**src/rtl/shift_pkg.sv**
```systemverilog
// ============================================================================
// Module      : shift_pkg
// Description : Shared state encoding and bit-order constants for shift_capture
// Revision    : 1.0 - initial release
// ============================================================================
`default_nettype none

package shift_pkg;

    // Frame sequencer states, kept as explicit-width constants for legacy users
    typedef logic [0:0] state_t;

    localparam state_t IDLE  = 1'b0;
    localparam state_t SHIFT = 1'b1;

    // Bit-order selector values for the dir input
    localparam logic DIR_MSB_FIRST = 1'b0;
    localparam logic DIR_LSB_FIRST = 1'b1;

endpackage : shift_pkg

`default_nettype wire

```
**src/rtl/shift_capture.sv**
```systemverilog
// ============================================================================
// Module      : shift_capture
// Description : Serial-to-parallel word capture with valid/ready output and
//               sticky overrun flag
// Revision    : 1.0 - initial release
// ============================================================================
`default_nettype none

module shift_capture
    import shift_pkg::*;
#(
    parameter int WIDTH = 5
) (
    input  logic             clock,
    input  logic             reset,
    input  logic             start,
    input  logic             dir,
    input  logic             sample_en,
    input  logic             sdata,
    input  logic             ready,
    input  logic             clr_ovr,
    output logic [WIDTH-1:0] data_out,
    output logic             valid,
    output logic             busy,
    output logic             overrun
);

    localparam int                 c_CNT_W = $clog2(WIDTH + 1);
    localparam logic [c_CNT_W-1:0] c_LAST  = c_CNT_W'(WIDTH - 1);
    localparam logic [c_CNT_W-1:0] c_ONE   = c_CNT_W'(1);

    state_t             r_state;
    logic [WIDTH-1:0]   r_shift;
    logic [c_CNT_W-1:0] r_cnt;
    logic               r_dir;
    logic [WIDTH-1:0]   r_data;
    logic               r_valid;
    logic               r_ovr;

    logic               w_accept;
    logic               w_done;
    logic               w_drop;
    logic [WIDTH-1:0]   w_next_shift;

    // A start on the same edge always wins over the bit strobe
    assign w_accept = (r_state == SHIFT) && sample_en && !start;
    assign w_done   = w_accept && (r_cnt == c_LAST);
    assign w_drop   = w_done && r_valid && !ready;

    always_comb begin
        w_next_shift = r_shift;
        if (r_dir == DIR_LSB_FIRST) begin
            w_next_shift = {sdata, r_shift[WIDTH-1:1]};
        end else begin
            w_next_shift = {r_shift[WIDTH-2:0], sdata};
        end
    end

    always_ff @(posedge clock or negedge reset) begin
        if (!reset) begin
            r_state <= IDLE;
            r_shift <= '0;
            r_cnt   <= '0;
            r_dir   <= DIR_MSB_FIRST;
        end else if (start) begin
            r_state <= SHIFT;
            r_shift <= '0;
            r_cnt   <= '0;
            r_dir   <= dir;
        end else if (w_accept) begin
            r_shift <= w_next_shift;
            if (w_done) begin
                r_state <= IDLE;
                r_cnt   <= '0;
            end else begin
                r_cnt   <= r_cnt + c_ONE;
            end
        end
    end

    // Output word register: a completion only overwrites a consumed or
    // simultaneously-consumed word; otherwise the new word is dropped.
    always_ff @(posedge clock or negedge reset) begin
        if (!reset) begin
            r_data  <= '0;
            r_valid <= 1'b0;
        end else if (w_done && (!r_valid || ready)) begin
            r_data  <= w_next_shift;
            r_valid <= 1'b1;
        end else if (r_valid && ready && !w_done) begin
            r_valid <= 1'b0;
        end
    end

    // A new drop beats a same-edge clear
    always_ff @(posedge clock or negedge reset) begin
        if (!reset) begin
            r_ovr <= 1'b0;
        end else if (w_drop) begin
            r_ovr <= 1'b1;
        end else if (clr_ovr) begin
            r_ovr <= 1'b0;
        end
    end

    assign data_out = r_data;
    assign valid    = r_valid;
    assign busy     = (r_state == SHIFT);
    assign overrun  = r_ovr;

endmodule : shift_capture

`default_nettype wire

```
**config.mk**
```make
export PLATFORM = sky130hd
export DESIGN_NAME = shift_capture
export DESIGN_NICKNAME = d
export VERILOG_FILES = /design/src/rtl/shift_pkg.sv /design/src/rtl/shift_capture.sv
export SDC_FILE = /design/constraint.sdc
export NUM_CORES = 1
export LEC_CHECK = 0
export BUFFER_PORTS_ARGS = -buffer_cell sky130_fd_sc_hd__buf_2
export CORE_UTILIZATION = 25
export CTS_CLUSTER_DIAMETER = 50
export CTS_CLUSTER_SIZE = 14
export DETAILED_ROUTE_END_ITERATION = 10
export PLACE_DENSITY_LB_ADDON = 0.25
export SYNTH_ARGS = -nofsm -noshare
export SYNTH_HDL_FRONTEND = slang
export SYNTH_SLANG_ARGS = --single-unit
```
**constraint.sdc**
```tcl
create_clock -name clock -period 2.2 [get_ports clock]
set_clock_uncertainty 0.1 [all_clocks]
set_input_delay 0.44 -clock clock [delete_from_list [all_inputs] [get_ports clock]]
set_output_delay 0.44 -clock clock [all_outputs]
set_load 0.02 [all_outputs]
```
# [Word level (Yosys, flattened, before mapping)]
# Cells that the tools add are included.
[classes] addsub=1 eq_ne=1 mux=13 n_reduce_logical=18
[op_table] cell="$mux 5" n=3
[op_table] cell="$mux 3" n=3
[op_table] cell="$logic_and 1x1->1" n=8
[op_table] cell="$reduce_bool 2->1" n=4
[op_table] cell="$mux 1" n=7
[op_table] cell="$logic_not 1->1" n=4
[op_table] cell="$add 3x1->3 const B" n=1
[op_table] cell="$eq 3x3->1 const B" n=1
[op_table] cell="$reduce_and 2->1" n=1
[op_table] cell="$logic_or 1x1->1" n=1
[totals] ff_bits=17 in_bits=8 out_inout_bits=8 elab_cells=40

# [Longest topological paths before layout]
[depth] ltp_word=7 ltp_mapped=5 ltp_nobuf=5

# [Worst setup path after synthesis]
# Ideal clock, no wire load.
[synth_path] kind="flip-flop to flip-flop" startpoint="reg r_cnt[0]" endpoint="reg r_data[1] (netlist: data_out[1])" setup_time_ns=0.125 arrival_time_ns=1.440 t_required_ns=1.975 setup_slack_ns=0.535 stages_incl_launch_ff=6 n_path_buf=0 synth_period_minus_slack_ns=1.665 cell_sequence="dfrtp_1 inv_1 ha_1 nand2_1 nor4b_4 mux2_2"
[synth_between] elab_chain_len=3
[synth_lines] element="start, declared" line="shift_capture.sv:34" text="logic [c_CNT_W-1:0] r_cnt;"
[synth_lines] element="start signal, assigned" line="shift_capture.sv:76" text="r_cnt <= r_cnt + c_ONE;"
[synth_lines] element="$eq 3x3->1" line="shift_capture.sv:47" text="assign w_done = w_accept && (r_cnt == c_LAST);"
[synth_lines] element="$logic_and 1x1->1" line="shift_capture.sv:47"
[synth_lines] element="$logic_and 1x1->1" line="shift_capture.sv:87" text="end else if (w_done && (!r_valid || ready)) begin"
[synth_lines] element="end signal, assigned" line="shift_capture.sv:88" text="r_data <= w_next_shift;"
[synth_lines] element="end, declared" line="shift_capture.sv:36" text="logic [WIDTH-1:0] r_data;"
# Every way passes these cells.
# A chain may end at the register's enable or synchronous reset.

# [Final worst setup path]
[layout_path] startpoint="reg r_cnt[0]" endpoint="reg r_data[3] (netlist: data_out[3])"
# Same word-level chain as after synthesis.

==> impl_metrics.tcl <==
set metrics [dict create \
    cp_max_fo 5 \
    leakagePower_nw 0.450 \
    syn_area_per_cell_um2 11.1 \
    synth.top_cell.area_share 0.541 \
    clkSlewWorstSetupHoldPaths_ns 0.10 \
    ctsResizeCount 0 \
    ys_types 22 \
    postLayoutCellArea_um2 938 \
    cp_data_arrival_time_ns 1.89 \
    grt_setup_unrepaired "false" \
    max-cap-violations 0 \
    post_dp_cell_area_um2 902 \
    drtIter0Drc 0 \
    wire_per_inst_um 10.9 \
    setup_viol 0 \
    num_rows 19 \
    clock_latency_ns 0.29 \
    grt_max_degree 18 \
    clock.fmax_mhz 553 \
    num-nets-final 99 \
    syn_area_um2 787 \
    synth_common_cells "dfrtp_1 (17), nor2_1 (9), mux2_2 (7)" \
    slew_headroom 0.718 \
    cts_setup_buffers 0 \
    startpoint_type "register" \
    htreeDepth 1 \
    dp.cells 125 \
    grt_overflow 0 \
    ant_nets 0 \
    vdd.ir_drop.worst_mv 0.365 \
    synthTopCellsByArea "dfrtp_1 (54%), mux2_2 (10%), mux2i_1 (5.1%)" \
    cts_buffer_depth 2 \
    syn_nets 81 \
    drive_above_1_share 0.341 \
    vias_per_cell 4.16 \
    status "completed" \
    antenna_found_initial 0 \
    port_buffers 15 \
    finalCriticalPeriod_ns 1.81 \
    routed_wl_um 1420 \
    ys_ff_latch 17 \
    ys_warn_count 0 \
    tightest_slew_ns 0.422 \
    stdcell_count 130 \
    yosysMostFrequentCell "dfrtp_1" \
    die_width_um 58.1 \
    drv_slew 0 \
    cts_tree "done" \
    worst_hold_slack_ns 0.245 \
    synth_ff_type "dfrtp_1" \
    start_util 0.274 \
    drc 0 \
    area_growth_pct 19.2 \
    cts.sinks 17 \
    grt_pass1_wl_um 2510 \
    dr.pass1.iters 1 \
    path_class "register to register" \
    period_share 0.822 \
    dp_hpwl_um 1050 \
    grt_pass1_vias 522 \
    via_count 541 \
    async_flop_share 1.00 \
    end_kind "register" \
    die_y_um 58.1 \
    gp_congestion 0.701 \
    cts-buffers-inserted 3 \
    p_per_area_nw_per_um2 613 \
    synth-seq-area-share 0.541 \
    insertedDiodeCount 0 \
    grt.total_usage 0.0991 \
    core_area_um2 2880 \
    syn_inst 71 \
    synth_edf_count 0 \
    root_buffer "clkbuf_4" \
    yosysTopAreaCell "dfrtp_1" \
    die_area_um2 3380 \
    critPathRequiredTime_ns 2.28 \
    hold_viol_final 0 \
    ctsHoldBuffers 1 \
    hold_class "input port to register" \
    setup_tns_ns 0 \
    io_pins 16 \
]
sequential cells by signal, indices dropped and copies added (netlist names):
signal,flops
r_shift,5
overrun,1
valid,1
r_dir,1
data_out,5
r_cnt,3
busy,1
metrics by stage:
step,power (mW),utilization,worst slack [ns]
after floorplan,0.393,-,0.535
after global placement,0.420,0.314,0.444
after detailed placement,0.420,0.314,0.377
after CTS,0.589,0.326,0.363
after global routing,0.617,0.326,0.270
final,0.575,0.326,0.392
final timing paths:
check | slack (ns) | cells past startpoint | startpoint | end
worst min-delay path | 0.25 | 2 | clr_ovr | overrun
max in group asynchronous | 1.23 | 2 | reset | r_cnt[2]
worst min register to register | 0.42 | 1 | data_out[1] | data_out[1]
worst max-delay path | 0.39 | 5 | r_cnt[0] | data_out[3]
worst max register to register | 0.39 | 5 | r_cnt[0] | data_out[3]
min in group asynchronous | 0.48 | 2 | reset | data_out[4]
worst max-delay path: stages (launching register included):
cell and delay (ns):
dfrtp_1 0.40, inv_1 0.08, ha_1 0.19, nand2_1 0.13, nor4b_4 0.41, mux2_2 0.39
area by class of cell:
cell class                      instances  area [um^2]
Clock buffer                            4         26.3
Fill cell                             308         1940
Inverter                                5         18.8
Multi-Input combinational cell         46          330
Sequential cell                        17          425
Tap cell                               42         52.6
Timing Repair Buffer                   16         85.1
cell usage in the layout, fill, tap and decap left out:
master          n
a211oi_1        2
a21o_2          1
a21oi_1         3
and2_2          1
buf_2          15
clkbuf_1        1
clkbuf_4        3
dfrtp_1        17
dlygate4sd3_1   1
ha_1            2
inv_1           5
mux2_2          7
mux2i_1         4
nand2_1         5
nand2_2         1
nand2b_1        1
nand3_1         2
nand3b_1        1
nor2_1          9
nor3_1          3
nor4b_4         1
o21ai_0         1
o22ai_1         1
or3_2           1
per-layer routing:
metal,global-route usage,share of wire
met5,0,0
met4,0.0306,0.0085
met3,0.0424,0.056
met1,0.137,0.53
met2,0.140,0.40
kinds of logic after synthesis:
family	count (synthesis)	synth area share
buffers and inverters	8	0.0397
AO/OA/AOI/OAI	8	0.0636
flip-flops	17	0.541
adder cells (fa/ha/maj)	2	0.0318
multiplexers	11	0.151
AND/OR/NAND/NOR	25	0.173
where the power goes:
part | internal [mW] | switching (mW)
registers | 0.327 | 0.0123
clock network | 0.0704 | 0.0919
logic | 0.0322 | 0.0414
No activity file was read; power rests on OpenSTA's default activity.
